`src/rtl/wb_stage.sv`:
```
// Write-back stage: arbitrates the register-file write port between the MEM/WB result and a
// small FIFO of long-latency results. Optional same-cycle bypass outputs under WB_FWD_EN.
module wb_stage #(
  parameter int unsigned FIFO_DEPTH   = 2,
  parameter int unsigned STARVE_LIMIT = 4
) (
  input  logic        sys_clk,
  input  logic        rst_n,
  input  logic        is_stalling,
  input  logic        mem_valid_i,
  output logic        mem_ready_o,
  input  logic        mem_reg_write_i,
  input  logic [4:0]  mem_dst_i,
  input  logic        mem_to_reg_i,
  input  logic [31:0] alu_result_i,
  input  logic [31:0] load_data_i,
  input  logic [2:0]  load_op_i,
  input  logic [1:0]  addr_lo_i,
  input  logic        lu_valid_i,
  output logic        lu_ready_o,
  input  logic [4:0]  lu_dst_i,
  input  logic [31:0] lu_data_i,
  output logic        starve_stall_o,
`ifdef WB_FWD_EN
  output logic        fwd_valid_o,
  output logic [4:0]  fwd_id_o,
  output logic [31:0] fwd_data_o,
`endif
  output logic        reg_write_o,
  output logic [4:0]  reg_write_id_o,
  output logic [31:0] reg_write_data_o
);

  localparam int unsigned PtrW = (FIFO_DEPTH > 1) ? $clog2(FIFO_DEPTH) : 1;
  localparam int unsigned CntW = PtrW + 1;
  localparam int unsigned StvW = $clog2(STARVE_LIMIT + 1);

  logic [4:0]      fifo_dst_q  [FIFO_DEPTH];
  logic [31:0]     fifo_data_q [FIFO_DEPTH];
  logic [PtrW-1:0] wr_ptr_q, rd_ptr_q;
  logic [CntW-1:0] count_q;
  logic [StvW-1:0] starve_cnt_q, starve_cnt_d;

  logic        active, head_valid, push, pop, pipe_cand;
  logic        sel_valid;
  logic [4:0]  sel_id, head_dst;
  logic [31:0] sel_data, pipe_data, head_data;

  logic        reg_write_q;
  logic [4:0]  reg_write_id_q;
  logic [31:0] reg_write_data_q;

  function automatic logic [31:0] extract_load(input logic [2:0]  op,
                                               input logic [1:0]  lo,
                                               input logic [31:0] word);
    logic [7:0]  b;
    logic [15:0] h;
    logic [31:0] res;
    b = 8'(word >> {lo, 3'b000});
    h = lo[1] ? word[31:16] : word[15:0];
    case (op)
      3'b000:  res = {{24{b[7]}}, b};
      3'b001:  res = {{16{h[15]}}, h};
      3'b100:  res = {24'h0, b};
      3'b101:  res = {16'h0, h};
      default: res = word;
    endcase
    return res;
  endfunction

  assign active         = !is_stalling;
  assign head_valid     = (count_q != '0);
  assign head_dst       = fifo_dst_q[rd_ptr_q];
  assign head_data      = fifo_data_q[rd_ptr_q];
  assign lu_ready_o     = (count_q != CntW'(FIFO_DEPTH));
  assign push           = lu_valid_i & lu_ready_o;
  assign starve_stall_o = (starve_cnt_q == StvW'(STARVE_LIMIT));
  assign mem_ready_o    = active & !starve_stall_o;
  assign pipe_cand      = mem_valid_i & mem_reg_write_i & (mem_dst_i != 5'd0);
  assign pipe_data      = mem_to_reg_i ? extract_load(load_op_i, addr_lo_i, load_data_i)
                                       : alu_result_i;

  // A forced drain always has a head: the counter only advances while the FIFO is non-empty.
  always_comb begin
    pop          = 1'b0;
    sel_valid    = 1'b0;
    sel_id       = mem_dst_i;
    sel_data     = pipe_data;
    starve_cnt_d = starve_cnt_q;
    if (active) begin
      if (starve_stall_o) begin
        pop = head_valid;
      end else if (pipe_cand) begin
        sel_valid = 1'b1;
      end else begin
        pop = head_valid;
      end

      if (pop) begin
        sel_valid    = (head_dst != 5'd0);
        sel_id       = head_dst;
        sel_data     = head_data;
        starve_cnt_d = '0;
      end else if (head_valid && pipe_cand) begin
        starve_cnt_d = starve_cnt_q + StvW'(1);
      end else begin
        starve_cnt_d = '0;
      end
    end
  end

  always_ff @(posedge sys_clk) begin
    if (push) begin
      fifo_dst_q[wr_ptr_q]  <= lu_dst_i;
      fifo_data_q[wr_ptr_q] <= lu_data_i;
    end
  end

  always_ff @(posedge sys_clk) begin
    if (!rst_n) begin
      wr_ptr_q     <= '0;
      rd_ptr_q     <= '0;
      count_q      <= '0;
      starve_cnt_q <= '0;
    end else begin
      if (push) wr_ptr_q <= wr_ptr_q + PtrW'(1);
      if (pop)  rd_ptr_q <= rd_ptr_q + PtrW'(1);
      case ({push, pop})
        2'b10:   count_q <= count_q + CntW'(1);
        2'b01:   count_q <= count_q - CntW'(1);
        default: count_q <= count_q;
      endcase
      starve_cnt_q <= starve_cnt_d;
    end
  end

  // Id/data hold their last value on idle cycles; everything holds during a stall.
  always_ff @(posedge sys_clk) begin
    if (!rst_n) begin
      reg_write_q      <= 1'b0;
      reg_write_id_q   <= 5'd0;
      reg_write_data_q <= 32'd0;
    end else if (active) begin
      reg_write_q <= sel_valid;
      if (sel_valid) begin
        reg_write_id_q   <= sel_id;
        reg_write_data_q <= sel_data;
      end
    end
  end

  assign reg_write_o      = reg_write_q;
  assign reg_write_id_o   = reg_write_id_q;
  assign reg_write_data_o = reg_write_data_q;

`ifdef WB_FWD_EN
  assign fwd_valid_o = active & sel_valid;
  assign fwd_id_o    = sel_id;
  assign fwd_data_o  = sel_data;
`endif

endmodule

```
`config.mk`:
```
export PLATFORM = sky130hd
export DESIGN_NAME = wb_stage
export DESIGN_NICKNAME = d
export VERILOG_FILES = /design/src/rtl/wb_stage.sv
export SDC_FILE = /design/constraint.sdc
export NUM_CORES = 1
export LEC_CHECK = 0
export ABC_CLOCK_PERIOD_IN_PS = 4600
export CORE_MARGIN = 2
export CORE_UTILIZATION = 25
export DETAILED_ROUTE_END_ITERATION = 10
export GPL_ROUTABILITY_DRIVEN = 0
export GPL_TIMING_DRIVEN = 0
export PLACE_DENSITY = 0.52
export SLEW_MARGIN = 25
export SYNTH_ARGS = -nofsm -noshare
export SYNTH_HDL_FRONTEND = slang
export SYNTH_SLANG_ARGS = --single-unit
```
`constraint.sdc`:
```
create_clock -name sys_clk -period 4.6 [get_ports sys_clk]
set_input_delay 0.69 -clock sys_clk [delete_from_list [all_inputs] [get_ports sys_clk]]
set_output_delay 0.69 -clock sys_clk [all_outputs]
set_load 0.01 [all_outputs]
```
==> results of run 1 <==
[layout by cell type, fill, tap and decap left out, types with 2 or more instances in the layout]
cell type / instances
nor4_1: 2
inv_1: 8
or2_2: 3
buf_2: 12
a22o_1: 9
xnor2_1: 2
mux2i_1: 30
a21boi_0: 9
clkinvlp_4: 4
and2_1: 4
nor2b_1: 2
or3_1: 2
ha_1: 3
mux2_2: 17
nor2_1: 14
dfxtp_1: 46
clkinv_4: 3
clkbuf_1: 23
o221ai_4: 2
edfxtp_1: 74
clkbuf_16: 17
o31ai_2: 10
o21ai_1: 3
nand3_1: 47
a21oi_1: 42
nor3_1: 5
a221oi_1: 8
a221o_1: 7
o21ai_0: 23
buf_6: 4
nand2b_1: 2
inv_6: 2
o211ai_1: 27
bufinv_16: 3
clkinv_2: 2
nand2_1: 17
o31ai_1: 22
clkdlybuf4s50_1: 155
[cell type report]
cell class,instances,area [um^2],share of cell area [%]
flip-flops and latches,120,3140,37.8
multi-input cells,329,2370,28.5
repair buffers,157,1600,19.2
clock buffers,17,425,5.12
well taps,285,357,4.29
plain buffers,41,203,2.44
clock inverters,15,178,2.14
inverters,9,33.8,0.406
diodes,1,2.50,0.0301
[final timing paths]
check	startpoint	end	slack, ns
worst min register to register	reg_write_data_o[18]	reg_write_data_o[18]	0.48
worst max register to register	starve_cnt_q[0]	reg_write_data_o[15]	2.17
worst max-delay path	load_op_i[1]	reg_write_data_o[0]	1.85
worst min-delay path	reg_write_data_o[18]	reg_write_data_o[18]	0.48
[synthesized netlist by cell type (12+ instances only)]
cell type and instances:
nor2_1 15, mux2_2 17, dfxtp_1 46, mux2i_1 30
o31ai_1 22, edfxtp_1 74, a21oi_1 42, buf_2 12
o211ai_1 27, o21ai_0 23, nand2_1 17, nand3_1 47
clkbuf_1 23
[report_power, final]
part | leakage [nW] | internal (W) | total (W) | switching [W]
Combinational | 1.49 | 0.000600 | 0.00134 | 0.000739
Sequential | 1.07 | 0.00135 | 0.00145 | 0.0000975
Clock | 0.283 | 0.000851 | 0.00135 | 0.000497
[layer usage]
metal	part of all wire [%]	vias to the layer above	wire length [um]
met5	0	-	0
met4	2.3	0	473
met3	6.2	32	1260
met2	46	207	9200
met1	46	2315	9230
li1	-	2312	-
[through the flow]
| stage | hold slack (ns) | cell area (um^2) |
|---|---|---|
| finish | 0.477 | 8310 |
| global route | 0.499 | 8310 |
| CTS | 0.477 | 8310 |
| detailed placement | 0.466 | 7710 |
| global placement | 0.464 | 7650 |
| floorplan | 0.467 | 5740 |
[cells by family (layout without fill, tap and decap cells)]
group / after synthesis / after routing / synth area share [%]
multiplexers: 48 / 48 / 8.95
AND/OR/NAND/NOR: 106 / 106 / 9.41
XOR/XNOR: 3 / 3 / 0.458
adder cells (fa/ha/maj): 3 / 3 / 0.654
buffers and inverters: 50 / 239 / 4.12
AO/OA/AOI/OAI: 169 / 169 / 21.7
flip-flops: 120 / 120 / 54.7
other: 0 / 1 / 0
[critical path, cell delays in order]
cell	delay, ns
clkdlybuf4s50_1	0.45
clkbuf_1	0.25
nor2b_1	0.38
clkbuf_1	0.40
a21oi_1	0.16
a221oi_1	0.52
o21ai_0	0.17
[sequential cells by signal (all words and copies together) (netlist names), named ones only]
name	count
starve_cnt_q	3
rd_ptr_q	1
reg_write_data_o	32
count_q	2
fifo_data_q	64
reg_write_o	1
reg_write_id_o	5
fifo_dst_q	10
wr_ptr_q	1
==> metrics.cfg, run 1 <==
[global_route]
use_met3_pct=4.44
grt_max_degree=28
gr-max-usage-layer=met2
overflow=0
grt_pass1_wl_um=29400
gr-usage-met1_pct=22.2
use_met2_pct=25.9
grt_pass1_vias=5053
antenna_found_initial=1
gr-usage-all-layers_pct=16.5

[synthesis]
syn_avg_cell_area_um2=11.5
synth_nets=620
yosys.area.top_type=edfxtp_1
synthArstFlopShare_pct=0
synth_ff_type=edfxtp_1
yosys_warnings=0
synthTopCellsByArea=edfxtp_1 (39%), dfxtp_1 (16%), mux2i_1 (5.2%)
synth_edf_count=74
syn_area_um2=5740
synth_seq_area_share_pct=54.7
ys_types=50
ys_seq_elements=120
synth_cells=499
yosysTopAreaCellShare_pct=38.7

[status]
status=completed

[floorplanning]
coreArea_um2=22600
die_x_um=156
die_h_um=156
pin_count=159
initial_core_util_pct=25.4
rows=55
die_area_um2=24200

[routing]
vias=4866
drt.antenna.violating_nets=0
first_pass_iters=5
drc_errors=0
routed_wirelength_um=20200
drtIter0Drc=256
wl_per_cell_um=20.7
viasPerCell=5.00

[power_and_ir_drop]
p_total_w=0.00414
ir_drop_v=0.000205
leakage_nw=2.84
powerDensity_nw_per_um2=498

[placement]
portBuffers=155
place_hpwl_um=16000
place_ws_ns=1.44
dp_cells=941

[clock_tree]
clkLatencyLatePin_ns=0.42
ctsLongestPathBuffers=2
postCtsHoldBufs=0
clk_pin_slew_ns=0.06
postCtsSetupBuffers=0
cts_inserted_buffers=17
cts_htree_levels=4
cts_tree=yes
root_buffer=clkbuf_16
ctsResizeCount=0
clkSinkCount=120

[finish]
nets=796
area_growth_pct=44.7
drive_gt1_share_pct=13.4
post-route-util_pct=36.8
nFillCells=2255
fin_cells=974

[critical_path]
critical_path_arrival_ns=3.03
worstRegToRegCells=8
crit_fanout=10
end_kind=register
startpoint_type=input pin
worstSetupPathType=in2reg
crit_required_ns=4.88

[timing]
fmax_ghz=0.363
setup_ws_ns=1.85
tightest_slew_ns=0.919
fin_skew_ns=0.00509
fin_crit_sh_pct=59.8
rsz0062_at_grt=false
relSlewSlack_pct=38.5
setup_viol=0
period_needed_ns=2.75
tns_ns=0
finalHoldViolations=0
drv_slew=0

[flow_run]
maxCapViolCount=0

[worst_hold_path]
hold_class=reg2reg
holdPathStages=2

Note: power is estimated with default switching activity, not from simulation.
==> inputs of run 2 (changes only) <==
ABC_CLOCK_PERIOD_IN_PS = 2500   (was 4600)
PLACE_DENSITY = 0.54   (was 0.52)
clock period = 2.5 ns   (was 4.6 ns; I/O delays follow)
==> run 2 against run 1 <==
First-iteration DRC count grew 53%. Core utilization shrank 0.083 points. Clock-buffer cell count is the same.
==> metrics.cfg, run 2 (synthesis results as in run 1) <==
[timing]
setup_ws_ns=0.148  ; -1.70 ns
finalHoldViolations=0  ; unchanged
setup_viol=0  ; unchanged
relSlewSlack_pct=34.7  ; -3.8 points
fmax_ghz=0.425
fin_skew_ns=0.00641  ; +0.00131 ns
tns_ns=0  ; unchanged
worst_hold_slack_ns=0.439  ; -0.0381 ns
period_needed_ns=2.35
drv_slew=0  ; unchanged
fin_crit_sh_pct=94.1
tightest_slew_ns=0.976  ; +0.0574 ns
rsz0062_at_grt=false

[critical_path]
crit_fanout=5  ; -5
end_kind=register
startpoint_type=input pin
critical_path_arrival_ns=2.69  ; -0.34 ns
worstSetupPathType=in2reg
crit_required_ns=2.84  ; -2.04 ns

[floorplanning]
coreArea_um2=22600  ; unchanged
die_h_um=156  ; unchanged
die_area_um2=24200  ; unchanged
die_x_um=156  ; unchanged
rows=55  ; unchanged
pin_count=159  ; unchanged
initial_core_util_pct=25.4  ; unchanged

[placement]
place_ws_ns=-0.392  ; -1.83 ns
portBuffers=155  ; unchanged
place_hpwl_um=16100  ; +0.21%
dp_cells=941  ; unchanged

[routing]
drtIter0Drc=391  ; +53%
first_pass_iters=5  ; unchanged
drc_errors=0  ; unchanged
vias=4924  ; +1.2%
routed_wirelength_um=20200  ; +0.10%
viasPerCell=5.05  ; +1.1%
drt.antenna.violating_nets=0  ; unchanged
wl_per_cell_um=20.7  ; about the same

[power_and_ir_drop]
leakage_nw=2.83  ; -0.45%
powerDensity_nw_per_um2=905  ; +82%
ir_drop_v=0.000461  ; +120%

[global_route]
grt_max_degree=28  ; unchanged
use_met3_pct=3.69  ; -0.75 points
grt_pass1_wl_um=29600  ; +0.66%
antenna_found_initial=2  ; +1
gr-usage-all-layers_pct=16.6  ; +0.044 points
gr-usage-met1_pct=21.8  ; -0.35 points
overflow=0  ; unchanged
gr-max-usage-layer=met2
grt_pass1_vias=5077  ; +0.47%
use_met2_pct=27.0  ; +1.1 points

[finish]
area_growth_pct=44.4
fin_cells=975  ; +0.10%
largest_register_ffs=64  ; unchanged
final_cell_mix=clkdlybuf4s50_1 (155), edfxtp_1 (74), nand3_1 (47)
nets=796  ; unchanged
layout_commonest_cell=clkdlybuf4s50_1
drive_gt1_share_pct=13.5  ; +0.15 points
top_register=fifo_data_q
nFillCells=2239  ; -0.71%
post-route-util_pct=36.7  ; -0.083 points

[flow_run]
maxCapViolCount=0  ; unchanged

[clock_tree]
cts_htree_levels=4  ; unchanged
postCtsSetupBuffers=0  ; unchanged
clk_pin_slew_ns=0.06  ; about the same
cts_inserted_buffers=17  ; unchanged
clkLatencyLatePin_ns=0.42  ; about the same
postCtsHoldBufs=0  ; unchanged
root_buffer=clkbuf_16
clkSinkCount=120  ; unchanged
cts_tree=yes
ctsResizeCount=0  ; unchanged
ctsLongestPathBuffers=2  ; unchanged

[status]
status=completed

[worst_hold_path]
hold_class=in2reg

## run 2: critical path: stages
cell and delay [ns]:
clkdlybuf4s50_1 0.44, or3_1 0.42, o2111a_2 0.39, nor3_2 0.24, ha_1 0.32, or3_1 0.35
a21boi_0 0.16
## run 2: final cells by class
class | instances | area, um^2 | share of cell area, %
diodes | 2 | 5.00 | 0.0603
plain buffers | 41 | 204 | 2.46
clock buffers | 17 | 425 | 5.13
clock inverters | 15 | 150 | 1.81
inverters | 9 | 33.8 | 0.407
multi-input cells | 329 | 2380 | 28.7
flip-flops and latches | 120 | 3140 | 37.9
well taps | 285 | 357 | 4.30
repair buffers | 157 | 1600 | 19.3
## run 2: worst paths after layout
check                         start                  end  slack (ns)  cells past startpoint
setup / recovery       mem_dst_i[0]           count_q[1]        0.15                      7
hold / removal                rst_n  reg_write_data_o[2]        0.44                      3
setup reg to reg    starve_cnt_q[0]           count_q[1]        0.21                      8
hold reg to reg   reg_write_id_o[4]    reg_write_id_o[4]        0.47                      2
## run 2: power breakdown
group / total, W / leakage (nW) / switching [W] / internal (W)
registers: 0.00266 / 1.07 / 0.000168 / 0.00249
clock network: 0.00237 / 0.267 / 0.000913 / 0.00146
logic: 0.00248 / 1.49 / 0.00137 / 0.00111
## run 2: routing by layer
layer	part of all wire, %	vias to the layer above
met4	2.2	0
met5	0	-
li1	-	2307
met1	45	2368
met2	47	218
met3	5.6	31
## run 2: metrics by stage
step | power [W] | cell area [um^2]
finish | 0.00751 | 8290
CTS | 0.00757 | 8280
global route | 0.00788 | 8290
detailed placement | 0.00518 | 7710
floorplan | 0.00402 | 5750
global placement | 0.00510 | 7650
